### src/rtl/fpu_exc_unit.sv
// fpu_exc_unit: IEEE-754 exception flags for completed FPU operations,
// with a sticky fflags accumulator and per-flag saturating counters.
package mypkg;
  typedef enum logic [3:0] {
    FADD   = 4'd0,
    FSUB   = 4'd1,
    FMUL   = 4'd2,
    FDIV   = 4'd3,
    FSQURT = 4'd4,
    FMADD  = 4'd5,
    FMSUB  = 4'd6,
    FNMADD = 4'd7,
    FNMSUB = 4'd8
  } fpu_op_e;

  typedef struct packed {
    logic sgn;
    logic zero;
    logic inf;
    logic snan;
    logic nan;
  } fp_cls_t;
endpackage

module fpu_exc_unit
  import mypkg::*;
#(
  parameter int EXP_W = 8,
  parameter int MAN_W = 23,
  parameter int CNT_W = 16
) (
  input  logic                   clk_i,
  input  logic                   rst_ni,
  input  logic                   in_valid_i,
  output logic                   in_ready_o,
  input  fpu_op_e                opcode_i,
  input  logic [EXP_W+MAN_W:0]   op_a_i,
  input  logic [EXP_W+MAN_W:0]   op_b_i,
  input  logic [EXP_W+MAN_W:0]   op_c_i,
  input  logic [EXP_W+MAN_W:0]   result_i,
  input  logic [2:0]             grs_i,
  output logic                   out_valid_o,
  input  logic                   out_ready_i,
  output logic [4:0]             flags_o,
  output logic [4:0]             fflags_o,
  input  logic                   fflags_we_i,
  input  logic [4:0]             fflags_wdata_i,
  input  logic                   cnt_clr_i,
  output logic [5*CNT_W-1:0]     cnt_o
);
  localparam int W = 1 + EXP_W + MAN_W;

  function automatic fp_cls_t classify(input logic [W-1:0] x);
    logic [EXP_W-1:0] e;
    logic [MAN_W-1:0] m;
    fp_cls_t          c;
    e      = x[W-2 -: EXP_W];
    m      = x[MAN_W-1:0];
    c.sgn  = x[W-1];
    c.zero = (e == '0) && (m == '0);
    c.inf  = (&e) && (m == '0);
    c.nan  = (&e) && (m != '0);
    c.snan = c.nan && !m[MAN_W-1];
    return c;
  endfunction

  fp_cls_t ca, cb, cc, cr;
  logic is_add, is_sub, is_mul, is_div;
  logic is_sqrt, is_fma, is_known;
  logic use_b, use_c, c_neg;
  logic any_snan, any_special, prod_iz;
  logic nv_op, nv, dz, of, nx, uf;
  logic [4:0] new_flags;
  logic accept;

  assign ca = classify(op_a_i);
  assign cb = classify(op_b_i);
  assign cc = classify(op_c_i);
  assign cr = classify(result_i);

  assign is_sub   = opcode_i == FSUB;
  assign is_add   = (opcode_i == FADD) || is_sub;
  assign is_mul   = opcode_i == FMUL;
  assign is_div   = opcode_i == FDIV;
  assign is_sqrt  = opcode_i == FSQURT;
  assign is_fma   = (opcode_i == FMADD) || (opcode_i == FMSUB)
                 || (opcode_i == FNMADD) || (opcode_i == FNMSUB);
  assign is_known = is_add || is_mul || is_div || is_sqrt || is_fma;
  assign use_b    = is_add || is_mul || is_div || is_fma;
  assign use_c    = is_fma;

  // Subtracting forms negate the addend before the sign check.
  assign c_neg = cc.sgn ^ ((opcode_i == FMSUB) || (opcode_i == FNMSUB));

  assign any_snan = ca.snan || (use_b && cb.snan) || (use_c && cc.snan);
  assign any_special = ca.inf || ca.nan
                    || (use_b && (cb.inf || cb.nan))
                    || (use_c && (cc.inf || cc.nan));
  assign prod_iz = (ca.inf && cb.zero) || (ca.zero && cb.inf);

  always_comb begin
    nv_op = 1'b0;
    unique case (1'b1)
      is_add:  nv_op = ca.inf && cb.inf && (ca.sgn ^ cb.sgn ^ is_sub);
      is_mul:  nv_op = prod_iz;
      is_div:  nv_op = (ca.zero && cb.zero) || (ca.inf && cb.inf);
      is_sqrt: nv_op = ca.sgn && !ca.zero && !ca.nan;
      is_fma:  nv_op = prod_iz
                    || ((ca.inf || cb.inf) && !ca.zero && !cb.zero
                        && cc.inf && ((ca.sgn ^ cb.sgn) != c_neg));
      default: nv_op = 1'b0;
    endcase
  end

  assign nv = is_known && (any_snan || nv_op);
  assign dz = is_div && cb.zero && !ca.zero && !ca.inf && !ca.nan;
  assign of = is_known && cr.inf && !any_special && !nv && !dz;
  assign nx = is_known && ((|grs_i) || of) && !nv && !dz;
  assign uf = nx && (result_i[W-2 -: EXP_W] == '0);

  assign new_flags  = {nv, dz, of, uf, nx};
  assign in_ready_o = !out_valid_o || out_ready_i;
  assign accept     = in_valid_i && in_ready_o;

  always_ff @(posedge clk_i or negedge rst_ni) begin
    if (!rst_ni) begin
      out_valid_o <= 1'b0;
      flags_o     <= '0;
      fflags_o    <= '0;
    end else begin
      if (accept) begin
        out_valid_o <= 1'b1;
        flags_o     <= new_flags;
      end else if (out_ready_i) begin
        out_valid_o <= 1'b0;
      end
      fflags_o <= (fflags_we_i ? fflags_wdata_i : fflags_o)
                | (accept ? new_flags : 5'b0);
    end
  end

  logic [CNT_W-1:0] cnt_q [5];

  always_ff @(posedge clk_i or negedge rst_ni) begin
    if (!rst_ni) begin
      for (int i = 0; i < 5; i++) cnt_q[i] <= '0;
    end else begin
      for (int i = 0; i < 5; i++) begin
        if (cnt_clr_i)
          cnt_q[i] <= '0;
        else if (accept && new_flags[i] && !(&cnt_q[i]))
          cnt_q[i] <= cnt_q[i] + CNT_W'(1);
      end
    end
  end

  always_comb begin
    cnt_o = '0;
    for (int i = 0; i < 5; i++) cnt_o[i*CNT_W +: CNT_W] = cnt_q[i];
  end
endmodule

### config.mk
export PLATFORM = sky130hd
export DESIGN_NAME = fpu_exc_unit
export DESIGN_NICKNAME = d
export VERILOG_FILES = /design/src/rtl/fpu_exc_unit.sv
export SDC_FILE = /design/constraint.sdc
export NUM_CORES = 1
export LEC_CHECK = 0
export BUFFER_PORTS_ARGS = -buffer_cell sky130_fd_sc_hd__buf_2
export CAP_MARGIN = 0
export CORE_MARGIN = 8
export CORE_UTILIZATION = 30
export CTS_BUF_LIST = sky130_fd_sc_hd__clkbuf_4
export CTS_CLUSTER_SIZE = 16
export DETAILED_ROUTE_END_ITERATION = 10
export PLACE_DENSITY_LB_ADDON = 0.08
export SLEW_MARGIN = 15
export SYNTH_ARGS = -nofsm -noshare
export SYNTH_HDL_FRONTEND = slang
export SYNTH_SLANG_ARGS = --single-unit
### constraint.sdc
create_clock -name clk_i -period 2.4 [get_ports clk_i]
set_input_delay 0.6 -clock clk_i [delete_from_list [all_inputs] [get_ports clk_i]]
set_output_delay 0.6 -clock clk_i [all_outputs]
set_load 0.05 [all_outputs]
# Yosys cells after proc, flatten, opt, wreduce, memory -nomap -nowiden
# Index checks and enable logic that the tools add are counted.
op_classes:
  addsub: 5
  eq_ne: 9
  mux: 15
  bitwise: 4
  n_reduce_logical: 118
ops:
  columns: ["cell", "n"]
  rows:
  - ["$mux W16", 10]
  - ["$logic_not A23 Y1", 4]
  - ["$add A16 B1 Y16 const B", 5]
  - ["$reduce_and A16 Y1", 5]
  - ["$reduce_bool A23 Y1", 3]
  - ["$logic_and A1 B1 Y1", 51]
  - ["$reduce_and A8 Y1", 4]
  - ["$logic_not A8 Y1", 3]
  - ["$logic_or A1 B1 Y1", 24]
  - ["$eq A4 B3 Y1 const B", 4]
  - ["$logic_not A1 Y1", 16]
  - ["$reduce_bool A2 Y1", 6]
  - ["$mux W5", 2]
  - ["$eq A4 B2 Y1 const B", 2]
  - ["$or A5 B5 Y5", 1]
  - ["$pmux W1 S5", 1]
  - ["$eq A4 B1 Y1 const B", 1]
  - ["$eq A4 B4 Y1 const B", 1]
  - ["$logic_not A4 Y1", 1]
  - ["$reduce_or A3 Y1", 1]
  - ["$xor A1 B1 Y1", 3]
  - ["$mux W1", 2]
  - ["$ne A1 B1 Y1", 1]
totals:
  regBits: 91
  out_inout_bits: 92

# Depth between registers and ports, before layout
# Gate-level depths: netlist of the first run.
logic_depth:
  word_depth: 23
  depth_mapped: 12
  mapped_depth_nobuf: 9

# Least setup slack after synthesis of the first run
# No wires, ideal clock.
synth_timing:
  path_kind: "input port to flip-flop"
  from: "in out_ready_i"
  to: "reg cnt_q, in the netlist cnt_o[19]"
  setup_ns: 0.125
  arrival_ns: 2.932
  required_ns: 2.275
  slack_ns: -0.657
  cell_stages: 9
  cell_sequence: "nand2b_1 -> nand2_1 -> nor2_1 -> o21ai_1 -> a21oi_1 -> nand3_1 -> buf_2 -> nor4b_1 -> mux2_2"
synth_via:
  elab_chain_cells: 5
synth_lines:
  columns: ["item", "line_no", "source"]
  rows:
  - ["from (decl)", "43", "input logic out_ready_i,"]
  - ["$logic_or A1 B1 Y1", "122", "assign in_ready_o = !out_valid_o || out_ready_i;"]
  - ["$logic_and A1 B1 Y1", "123", "assign accept = in_valid_i && in_ready_o;"]
  - ["$logic_and A1 B1 Y1 (2 in a row)", "151", "else if (accept && new_flags[i] && !(&cnt_q[i]))"]
  - ["$reduce_bool A2 Y1 (no line)", null, null]
  - ["to (signal, indexed assignment)", "152", "cnt_q[i] <= cnt_q[i] + CNT_W'(1);"]
  - ["to (decl)", "142", "logic [CNT_W-1:0] cnt_q [5];"]
# Every way passes these cells.
# A chain may end at the register's enable or synchronous reset.

# Worst setup path in the final report of the first run
layout_timing:
  from: "in result_i[22]"
  to: "reg cnt_q, in the netlist cnt_o[35]"
layout_via:
  elab_chain_cells: 9
layout_lines:
  columns: ["item", "line_no", "source"]
  rows:
  - ["from (decl)", "40", "input logic [EXP_W+MAN_W:0] result_i,"]
  - ["$logic_not A23 Y1", "61", "c.inf = (&e) && (m == '0);"]
  - ["$logic_and A1 B1 Y1", "61", null]
  - ["$logic_and A1 B1 Y1 (4 in a row)", "117", "assign of = is_known && cr.inf && !any_special && !nv && !dz;"]
  - ["$logic_and A1 B1 Y1 (2 in a row)", "151", null]
  - ["$reduce_bool A2 Y1 (no line)", null, null]
# Every way passes these cells.

==> summary.txt, run 1 <==
Status
  • Status: finished with violations
  • Failing checks: setup timing

CTS
  • Worst-path clk slew: about 160 ps
  • CTS max path bufs: 2
  • Clock root cell: clkbuf_4
  • Clock Latency Late Sink: 470 ps
  • CTS Hold Bufs: 0
  • H-tree depth: 3
  • TritonCTS clock tree: yes
  • TritonCTS Buffers: 9
  • CTS sink cnt: 91

Worst setup path
  • CP Launch Point: result_i[22]
  • Crit end category: flop
  • Crit start category: input pin
  • Setup CP Type: input pin to flop
  • Worst path most repeated cell: buf_6
  • R2R Path Start: cnt_o[32]
  • Highest net fanout along the worst path: 5
  • CP max stage delay: 400 ps
  • Worst EP arrival: roughly 3100 ps
  • Worst EP required: 2790 ps
  • Crit-path cells: buf_6, nor4bb_4, buf_4, nand4_1, a2111oi_2, nand2_2, nor3b_4, nand3_4, buf_6, buf_6, or3_4, a21oi_2
  • Worst path slowest cell: a2111oi_2

Logic synthesis
  • EDFF count, synth: 0
  • Largest family of logic cells by synthesized area: simple AND/OR/NAND/NOR gates
  • Synth Area in XOR/XNOR: 0.03599
  • Post-synth top area cell: dfrtp_1
  • Post-synthesis mux area share: 0.05231
  • Ranking of synthesized cells by area: dfrtp_1 (41%), nand4_1 (3.8%), mux2_2 (3.6%)
  • Cell count after synthesis: roughly 630
  • Post-synth top flop: dfrtp_1
  • Top-area cell type share of the netlist area: 0.4069
  • Asr flop ratio synth: 1.000
  • Synth Cell Area: around 5600 um2
  • Compound-Gate Fraction of Synth Area: 0.1160
  • Adder-cell share of the synthesized area: 0.01118
  • Sequential element share of the synthesized area: 0.4069
  • Seq cells post-synth: 91
  • Avg Inst Size Synth: 8.940 um2
  • Yosys warns: 0
  • Area fraction in and, or, nand and nor cells after synthesis: 0.3425
  • Count of different cell masters after synthesis: 61
  • Synthesized Nets: 777

Worst hold path
  • HP Class: input pin to async pin

Die
  • Die X: around 150 um
  • Die height: 152.6 um
  • Std-Cell Rows: 50
  • Die area: 23280 um2
  • Initial Util: 0.3022
  • Ports: 238
  • Core ar.: around 19000 um2

Place
  • Placed Cells: 1167
  • Port Buffer Count: 236
  • Post-DP HPWL: 16350 um
  • Final GP Congestion: about 0.84

STA
  • Tightest Pin Transition: 873.2 ps
  • Worst setup margin: -326.2 ps
  • Fmax: approximately 370 MHz
  • Worst Skew: 20.96 ps
  • Period minus WS final: 2726 ps
  • Max_slew headroom: 0.4134
  • RSZ-0062 raised after global routing: yes
  • Final hold violation count: 0
  • Max Slew Vio Count: 0
  • Final setup violation count: 80
  • Hold slack final: 140.2 ps
  • Fin crit share: 1.136

Run
  • Max cap viols: 0

Detailed routing
  • TritonRoute pass-1 iters: 4
  • Drt wl/cell: 18.29 um
  • Vias after detailed routing: 6320
  • Residual DRC count: 0
  • WL final: 22040 um
  • DR vias/cell: 5.245
  • ANT nets after route: 0
  • Initial DRC count: 272

Power and ir drop
  • PD cells: 357.8 nW/um2
  • Peak VDD IR: 0.0002453 V
  • Clk pwr share: 0.362
  • Sw Pwr: 0.8377 mW
  • Comb power frac: 0.155
  • Share of power burned in registers: 0.483
  • Leakage: 4.194 nW
  • Internal power: 2.386 mW
  • Switching Share: 0.2599

Final layout
  • Final Util: 0.4866
  • Final std cells w/o fill: about 1200
  • Filler cell count: 1787
  • Layout cell share with drive strength beyond 1: 0.5103
  • Area growth syn-to-layout: 60.99%
  • Final-stage net count: 1117

GRT
  • GR Overflow Total: 0
  • Vias in the first global route: about 6700
  • Largest net degree at the start of global routing: between 90 and 100
  • Global-route wire length before repair: 35070 um
  • Antenna violations before repair: 1
  • Total track usage: 0.1835
[placed cells by master (no fill, tap or decap), types with 10 or more instances in the layout]
cell and instances:
buf_6 36, nand4_1 34, o31ai_1 17, nor2_1 50, or4_1 13, nor4_1 17
a21oi_2 11, nand3_1 18, nor2b_1 18, buf_4 97, xor2_1 11, and2_1 10
nand2_1 49, mux2_4 13, and3_1 19, or3_1 15, buf_2 221, dfrtp_1 91
a21oi_1 27, o21ai_0 16
[cell type report]
cell class | instances | area [um2] | area share
Multi-Input combinational cell | 495 | 3836 | 0.4258
Sequential cell | 91 | 2277 | 0.2527
Clock buffer | 9 | 67.56 | 0.007499
Clock inverter | 6 | 128.9 | 0.01430
Antenna cell | 1 | 2.502 | 0.0002777
Tap cell | 234 | 292.8 | 0.03250
Inverter | 8 | 30.03 | 0.003333
Timing Repair Buffer | 361 | 2375 | 0.2636
[synth_stat cells (all sizes together) (19+ instances only)]
library cell,instances
nand4,34
or4,21
nand3,23
or3,19
dfrtp,91
o31ai,19
o21ai,23
nor2,54
clkbuf,19
a21oi,41
nor4,32
and3,22
nand2,54
[through the flow]
| stage | TNS [ps] | worst slack (ps) | instance area, um2 | power (mW) |
|---|---|---|---|---|
| 3_5_place_dp | -75330 | -1177 | 7860 | 2.030 |
| 2_1_floorplan | -33030 | -539.4 | 5748 | 1.767 |
| 6_report | -16700 | -326.2 | 9010 | 3.224 |
| 4_1_cts | -12710 | -283.5 | 8692 | 3.260 |
| 5_1_grt | -22770 | -448.0 | 9010 | 3.362 |
| 3_3_place_gp | -76400 | -1134 | 7860 | 2.023 |
[cell families (layout without fill, tap and decap cells)]
kind of cell,count (synthesis),count (layout)
compound gates,103,103
mux,27,27
buf+inv,41,384
fa+ha+maj,5,5
other cells,0,1
flops,91,91
simple gates,336,337
xor+xnor,23,23
[state kept, by name (all words and copies together) (netlist names)]
register and flops:
fflags_o 5, out_valid_o 1, flags_o 5, cnt_o 80
[path summary, 6_finish.rpt]
path | endpoint | slack (ps) | cells past startpoint
setup / recovery | cnt_o[35] | -330 | 12
hold / removal | fflags_o[2] | 140 | 2
setup reg to reg | cnt_o[33] | -160 | 13
hold reg to reg | flags_o[0] | 500 | 2
max in group asynchronous | cnt_o[6] | 1810 | 2
min in group clk_i | out_valid_o | 330 | 2
[critical path, delay by kind of cell]
kind / cells / cell delay (ps)
and+or+nand+nor: 6 / 1400
buffers and inverters: 4 / 560
AOI/OAI and AO/OA: 2 / 550
[power groups by stage]
stage	Sequential (mW)	Clock, mW	Combinational, mW
floorplan	1.64	0	0.130
global placement	1.59	0	0.438
detailed placement	1.59	0	0.444
CTS	1.56	1.22	0.481
global route	1.56	1.26	0.539
finish	1.56	1.17	0.498
[timing repair]
action,4_1_cts,5_1_grt
cloned,4,0
pin swaps,44,41
setup buffers,14,9
resized for setup,103,57
endpoints found under the setup margin,87,83
[routing by layer]
metal / wire length, um / track usage
met1: 9519 / 0.2200
met2: 11020 / 0.3204
met3: 1090 / 0.04594
met4: 404 / 0.04948
met5: 0 / 0
(Power assumes the default switching activity.)
==> inputs of run 2 (changes only) <==
==> constraint.sdc (replaced) <==
create_clock -name clk_i -period 2.4 [get_ports clk_i]
set_input_delay 0.12 -clock clk_i [delete_from_list [all_inputs] [get_ports clk_i]]
set_output_delay 0.12 -clock clk_i [all_outputs]
set_load 0.05 [all_outputs]
==> run 2 against run 1 <==
The run now ends clean; sequential share of layout area rose by 2.4 points; first-iteration DRC count increased by 26%; combinational power shrank 8.0%; clock-buffer cell count increased by 1; register-to-register slack gained 200 ps; maximum frequency is 16% higher; worst hold slack worse by 87 ps; highest routed layer unchanged.
==> summary.txt, run 2 (same netlist as run 1, synthesis figures left out) <==
Die
  • Std-Cell Rows: 50 (unchanged)
  • Core ar.: 18520 um2 (unchanged)
  • Die X: 152.6 um (unchanged)
  • Die height: 152.6 um (unchanged)
  • Ports: 238 (unchanged)
  • Die area: 23280 um2 (unchanged)
  • Initial Util: 0.3022 (unchanged)

Detailed routing
  • WL final: 21580 um (was 22040 um)
  • Vias after detailed routing: 6237 (was 6320)
  • ANT nets after route: 0 (unchanged)
  • Residual DRC count: 0 (unchanged)
  • DR vias/cell: 5.224 (was 5.245)
  • Drt wl/cell: 18.07 um (was 18.29 um)
  • TritonRoute pass-1 iters: 4 (unchanged)
  • Initial DRC count: 342 (was 272)

GRT
  • Vias in the first global route: 6470 (was 6678)
  • Total track usage: 0.1818 (was 0.1835)
  • Largest net degree at the start of global routing: 40 (was 92)
  • Antenna violations before repair: 0 (was 1)
  • GR Overflow Total: 0 (unchanged)
  • Global-route wire length before repair: 34670 um (was 35070 um)

Power and ir drop
  • Clk pwr share: 0.373 (was 0.362)
  • Switching Share: 0.2590 (was 0.2599)
  • Sw Pwr: 0.8321 mW (was 0.8377 mW)
  • Comb power frac: 0.143 (was 0.155)
  • Leakage: 3.906 nW (was 4.194 nW)
  • Internal power: 2.381 mW (was 2.386 mW)
  • Share of power burned in registers: 0.485 (was 0.483)
  • PD cells: 387.1 nW/um2 (was 357.8 nW/um2)
  • Tot Pwr: 3.213 mW (was 3.224 mW)
  • Peak VDD IR: 0.0002751 V (was 0.0002453 V)

STA
  • Final setup violation count: 0 (was 80)
  • Max_slew headroom: 0.6081 (was 0.4134)
  • Tightest Pin Transition: 582.5 ps (was 873.2 ps)
  • Max Slew Vio Count: 0 (unchanged)
  • Final hold violation count: 0 (unchanged)
  • Setup tns final: 0 ps (was -16700 ps)
  • RSZ-0062 raised after global routing: yes (unchanged)
  • Period minus WS final: 2360 ps (was 2726 ps)
  • Fmax: 423.7 MHz (was 366.8 MHz)
  • Worst Skew: 16.63 ps (was 20.96 ps)
  • Hold slack final: 52.74 ps (was 140.2 ps)
  • Fin crit share: 0.9834 (was 1.136)

CTS
  • Clock root cell: clkbuf_4 (unchanged)
  • TritonCTS Buffers: 9 (unchanged)
  • Clock Latency Late Sink: 470 ps (about the same)
  • H-tree depth: 3 (unchanged)
  • CTS max path bufs: 2 (unchanged)
  • CTS sink cnt: 91 (unchanged)
  • Worst-path clk slew: 160 ps (about the same)
  • TritonCTS clock tree: yes (unchanged)

Final layout
  • Area growth syn-to-layout: 48.29% (was 60.99%)
  • Commonest non-fill, non-tap cell in the layout: buf_2 (unchanged)
  • Final-stage net count: 1106 (was 1117)
  • Commonest cells after routing, fill and taps aside: buf_2 (235), buf_4 (102), dfrtp_1 (76) (was buf_2 (221), buf_4 (97), dfrtp_1 (91))
  • Max reg flops: 80 (unchanged)
  • Antenna diodes: 0 (was 1)
  • Filler cell count: 1871 (was 1787)
  • Layout cell share with drive strength beyond 1: 0.4635 (was 0.5103)

Worst setup path
  • Highest net fanout along the worst path: 7 (was 5)
  • Crit start category: flop (was input pin)
  • Setup CP Type: flop to flop (was input pin to flop)
  • Worst EP required: 2800 ps (was 2790 ps)
  • Crit end category: flop (unchanged)
  • Worst EP arrival: 2760 ps (was 3120 ps)

Place
  • Post-DP HPWL: 17080 um (was 16350 um)
  • Final GP Congestion: 0.8981 (was 0.8424)
  • Port Buffer Count: 236 (unchanged)

Status
  • Status: finished, final reports clean (was finished with violations)

Run
  • Max cap viols: 0 (unchanged)

Worst hold path
  • HP Class: input pin to flop (was input pin to async pin)
-- run 2: cell count changes in the layout (fill, tap and decap cells not counted), sizes merged --
cell / before / now
and2: 12 / 11
buf: 361 / 343
clkbuf: 9 / 10
diode: 1 / 0
dlygate4sd3: 0 / 8
-- run 2: critical path, cell delays in order, from the launching register on --
cell and delay, ps:
dfrtp_2 450, ha_4 170, and3_4 140, and3_4 180
nand2_2 70, or4_4 120, nor3b_4 200, nand3_2 150
buf_6 170, buf_6 120, or3_1 350, a21oi_1 190
-- run 2: per-stage QoR --
| stage | cell area, um2 | util | setup WS (ps) | std cells |
|---|---|---|---|---|
| 5_1_grt | 8299 | 0.4482 | -36.85 | 1194 |
| 6_report | 8299 | 0.4482 | 39.75 | 1194 |
| 3_3_place_gp | 7829 | 0.4228 | -436.6 | 1166 |
| 3_5_place_dp | 7829 | 0.4228 | -450.9 | 1166 |
| 2_1_floorplan | 5725 | - | -59.41 | 626 |
| 4_1_cts | 8142 | 0.4397 | 3.517 | 1191 |
-- run 2: routing by layer --
| metal | wire length (um) | track usage | vias to the layer above |
|---|---|---|---|
| li1 | - | - | 3014 |
| met1 | 9581 | 0.2332 | 3031 |
| met2 | 10430 | 0.2995 | 173 |
| met3 | 1303 | 0.04850 | 19 |
| met4 | 269 | 0.04147 | 0 |
| met5 | 0 | 0 | - |
-- run 2: final cells by class --
type | instances | area, um2 | area share
well taps | 234 | 292.8 | 0.03528
repair buffers | 351 | 2116 | 0.2549
inverters | 8 | 30.03 | 0.003618
multi-input cells | 494 | 3361 | 0.4049
flip-flops and latches | 91 | 2296 | 0.2766
clock inverters | 6 | 128.9 | 0.01553
clock buffers | 10 | 75.07 | 0.009046
-- run 2: power by group through the flow --
stage / registers, mW / clock network [mW] / logic, mW
finish: 1.56 / 1.20 / 0.458
global route: 1.56 / 1.30 / 0.501
CTS: 1.56 / 1.25 / 0.460
detailed placement: 1.59 / 0 / 0.447
global placement: 1.59 / 0 / 0.443
floorplan: 1.64 / 0 / 0.126
-- run 2: repair_timing --
item	CTS	global route
setup buffers	1	3
gates resized for setup	5	36
pin swaps	3	11
hold buffers	8	0
endpoints found under the hold margin	35	0
endpoints found under the setup margin	8	45
-- run 2: worst paths after layout --
check                             from     endpoint  slack [ps]  cells after the start
setup / recovery             cnt_o[32]    cnt_o[42]          40                     11
hold / removal             fflags_we_i  fflags_o[2]          50                      3
setup reg to reg             cnt_o[32]    cnt_o[42]          40                     11
hold reg to reg             flags_o[4]   flags_o[4]         500                      2
max in group asynchronous       rst_ni    cnt_o[34]        1490                      3
min in group asynchronous       rst_ni    cnt_o[41]         110                      2
==> inputs of run 3 (changes only) <==
--- a/config.mk
+++ b/config.mk
@@ -12,7 +12,6 @@
 export CTS_BUF_LIST = sky130_fd_sc_hd__clkbuf_4
 export CTS_CLUSTER_SIZE = 16
 export DETAILED_ROUTE_END_ITERATION = 10
-export PLACE_DENSITY_LB_ADDON = 0.08
 export SLEW_MARGIN = 15
 export SYNTH_ARGS = -nofsm -noshare
 export SYNTH_HDL_FRONTEND = slang
==> run 3 against run 2 <==
Die area unchanged; register-to-register slack about the same; combinational power up 2%; design area up 1.2%; critical endpoint is now cnt_o[35]; clock-buffer cell count down 1; total power down 2.6%; largest cell class unchanged.
==> summary.txt, run 3 (same netlist as run 1, synthesis figures left out) <==
Final layout
  • Filler cell count: 1878 (was 1871)
  • Area growth syn-to-layout: 50.01% (was 48.29%)
  • Max reg flops: 80 (unchanged)
  • Antenna diodes: 0 (unchanged)
  • Layout cell share with drive strength beyond 1: 0.4711 (was 0.4635)
  • Commonest non-fill, non-tap cell in the layout: buf_2 (unchanged)
  • Final-stage net count: 1114 (was 1106)
  • Commonest cells after routing, fill and taps aside: buf_2 (236), buf_4 (107), dfrtp_1 (76) (was buf_2 (235), buf_4 (102), dfrtp_1 (76))

Worst setup path
  • Worst setup path end: cnt_o[35] (was cnt_o[42])
  • FF-to-FF setup slack: 30 ps (was 40 ps)
  • Crit end category: flop (unchanged)
  • R2R Path Start: cnt_o[33] (was cnt_o[32])
  • Crit-path cells: ha_4, and3_4, and3_4, nand2_2, or4_4, nor3b_4, nand3_4, buf_6, or3_4, a21oi_2 (was ha_4, and3_4, and3_4, nand2_2, or4_4, nor3b_4, nand3_2, buf_6, buf_6, or3_1, a21oi_1)
  • Highest net fanout along the worst path: 7 (unchanged)
  • Worst EP required: 2790 ps (was 2800 ps)
  • Worst path most repeated cell: and3_4
  • Crit start category: flop (unchanged)
  • CP Launch Point: cnt_o[33] (was cnt_o[32])
  • Worst EP arrival: 2770 ps (was 2760 ps)
  • Setup CP Type: flop to flop (unchanged)
  • Worst r2r dst: cnt_o[35] (was cnt_o[42])
  • Worst R2R Path Depth: 10 (was 11)
  • CP max stage delay: 460 ps (was 450 ps)
  • Worst path slowest cell: dfrtp_2 (unchanged)

CTS
  • Clock Latency Late Sink: 470 ps (about the same)
  • TritonCTS clock tree: yes (unchanged)
  • Clock root cell: clkbuf_4 (unchanged)
  • CTS max path bufs: 2 (unchanged)
  • TritonCTS Buffers: 9 (unchanged)
  • Worst-path clk slew: 160 ps (about the same)
  • CTS sink cnt: 91 (unchanged)
  • H-tree depth: 3 (unchanged)

Detailed routing
  • TritonRoute pass-1 iters: 4 (unchanged)
  • Vias after detailed routing: 6179 (was 6237)
  • ANT nets after route: 0 (unchanged)
  • WL final: 21150 um (was 21580 um)
  • Residual DRC count: 0 (unchanged)
  • Initial DRC count: 342 (unchanged)
  • Drt wl/cell: 17.60 um (was 18.07 um)
  • DR vias/cell: 5.141 (was 5.224)

Die
  • Die X: 152.6 um (unchanged)
  • Core ar.: 18520 um2 (unchanged)
  • Die area: 23280 um2 (unchanged)
  • Std-Cell Rows: 50 (unchanged)
  • Die height: 152.6 um (unchanged)
  • Initial Util: 0.3022 (unchanged)
  • Ports: 238 (unchanged)

GRT
  • GR Overflow Total: 0 (unchanged)
  • Total track usage: 0.1760 (was 0.1818)
  • Antenna violations before repair: 0 (unchanged)
  • Global-route wire length before repair: 33190 um (was 34670 um)
  • Largest net degree at the start of global routing: 51 (was 40)
  • Vias in the first global route: 6140 (was 6470)

STA
  • Fmax: 421.2 MHz (was 423.7 MHz)
  • Hold slack final: 61.52 ps (was 52.74 ps)
  • Fin crit share: 0.9893 (was 0.9834)
  • Final setup violation count: 0 (unchanged)
  • Max_slew headroom: 0.4125 (was 0.6081)
  • Period minus WS final: 2374 ps (was 2360 ps)
  • Setup tns final: 0 ps (unchanged)
  • Max Slew Vio Count: 0 (unchanged)
  • RSZ-0062 raised after global routing: yes (unchanged)
  • Tightest Pin Transition: 859.1 ps (was 582.5 ps)
  • Final hold violation count: 0 (unchanged)
  • Worst Skew: 21.14 ps (was 16.63 ps)

Worst hold path
  • HP Class: input pin to flop (unchanged)

Status
  • Status: finished, final reports clean (unchanged)

Place
  • Final GP Congestion: 0.8533 (was 0.8981)
  • Post-DP HPWL: 16470 um (was 17080 um)
  • Port Buffer Count: 236 (unchanged)

Power and ir drop
  • Leakage: 3.922 nW (was 3.906 nW)
  • PD cells: 372.9 nW/um2 (was 387.1 nW/um2)
  • Peak VDD IR: 0.0002173 V (was 0.0002751 V)

Run
  • Max cap viols: 0 (unchanged)
## run 3: repair_timing
item	CTS	global route
setup buffers	2	5
pin swaps	1	13
gates resized for setup	7	34
hold buffers	8	0
cloned	0	2
endpoints found under the hold margin	49	0
endpoints found under the setup margin	35	47
## run 3: per-stage QoR
stage / std cells / instance area [um2] / setup slack, ps / util / total power [mW]
finish: 1202 / 8396 / 25.64 / 0.4534 / 3.131
detailed placement: 1169 / 7864 / -772.4 / 0.4247 / 2.038
floorplan: 626 / 5725 / -59.41 / - / 1.764
global placement: 1169 / 7864 / -709.5 / 0.4247 / 2.033
CTS: 1195 / 8185 / 4.089 / 0.4420 / 3.168
global route: 1202 / 8396 / -71.22 / 0.4534 / 3.275
## run 3: worst min path at each step
stage / slack [ps] / to / cells past startpoint / startpoint
after global routing: 7 / fflags_o[2] / 3 / fflags_we_i
final: 60 / fflags_o[2] / 3 / fflags_we_i
after CTS: 20 / cnt_o[67] / 2 / cnt_clr_i
after floorplan: -180 / cnt_o[0] / 0 / rst_ni
after global placement: 170 / cnt_o[75] / 1 / rst_ni
after detailed placement: 180 / cnt_o[73] / 1 / rst_ni
## run 3: final cells by class
| class | count | area, um2 | share of cell area |
|---|---|---|---|
| Clock buffer | 9 | 67.56 | 0.008048 |
| Clock inverter | 7 | 116.4 | 0.01386 |
| Inverter | 8 | 30.03 | 0.003577 |
| Multi-Input combinational cell | 495 | 3415 | 0.4067 |
| Sequential cell | 91 | 2296 | 0.2735 |
| Tap cell | 234 | 292.8 | 0.03487 |
| Timing Repair Buffer | 358 | 2178 | 0.2595 |
## run 3: worst max-delay path: cells and delay by family (launching register included)
family	cells	cell delay, ps
adders and majority gates	1	170
AOI/OAI and AO/OA	1	120
buffers and inverters	1	180
DFF	1	460
and+or+nand+nor	7	1360
## run 3: layer usage
metal | track usage | wire [um]
met5 | 0 | 0
met4 | 0.03864 | 293
met3 | 0.04538 | 1129
met2 | 0.2822 | 9953
met1 | 0.2336 | 9774
## run 3: power by group
group	total, mW	leakage, nW	switching (mW)	internal (mW)
Combinational	0.468	2.61	0.271	0.197
Clock	1.11	0.0858	0.583	0.523
Sequential	1.56	1.23	0.00877	1.55
Total	3.13	3.92	0.863	2.27
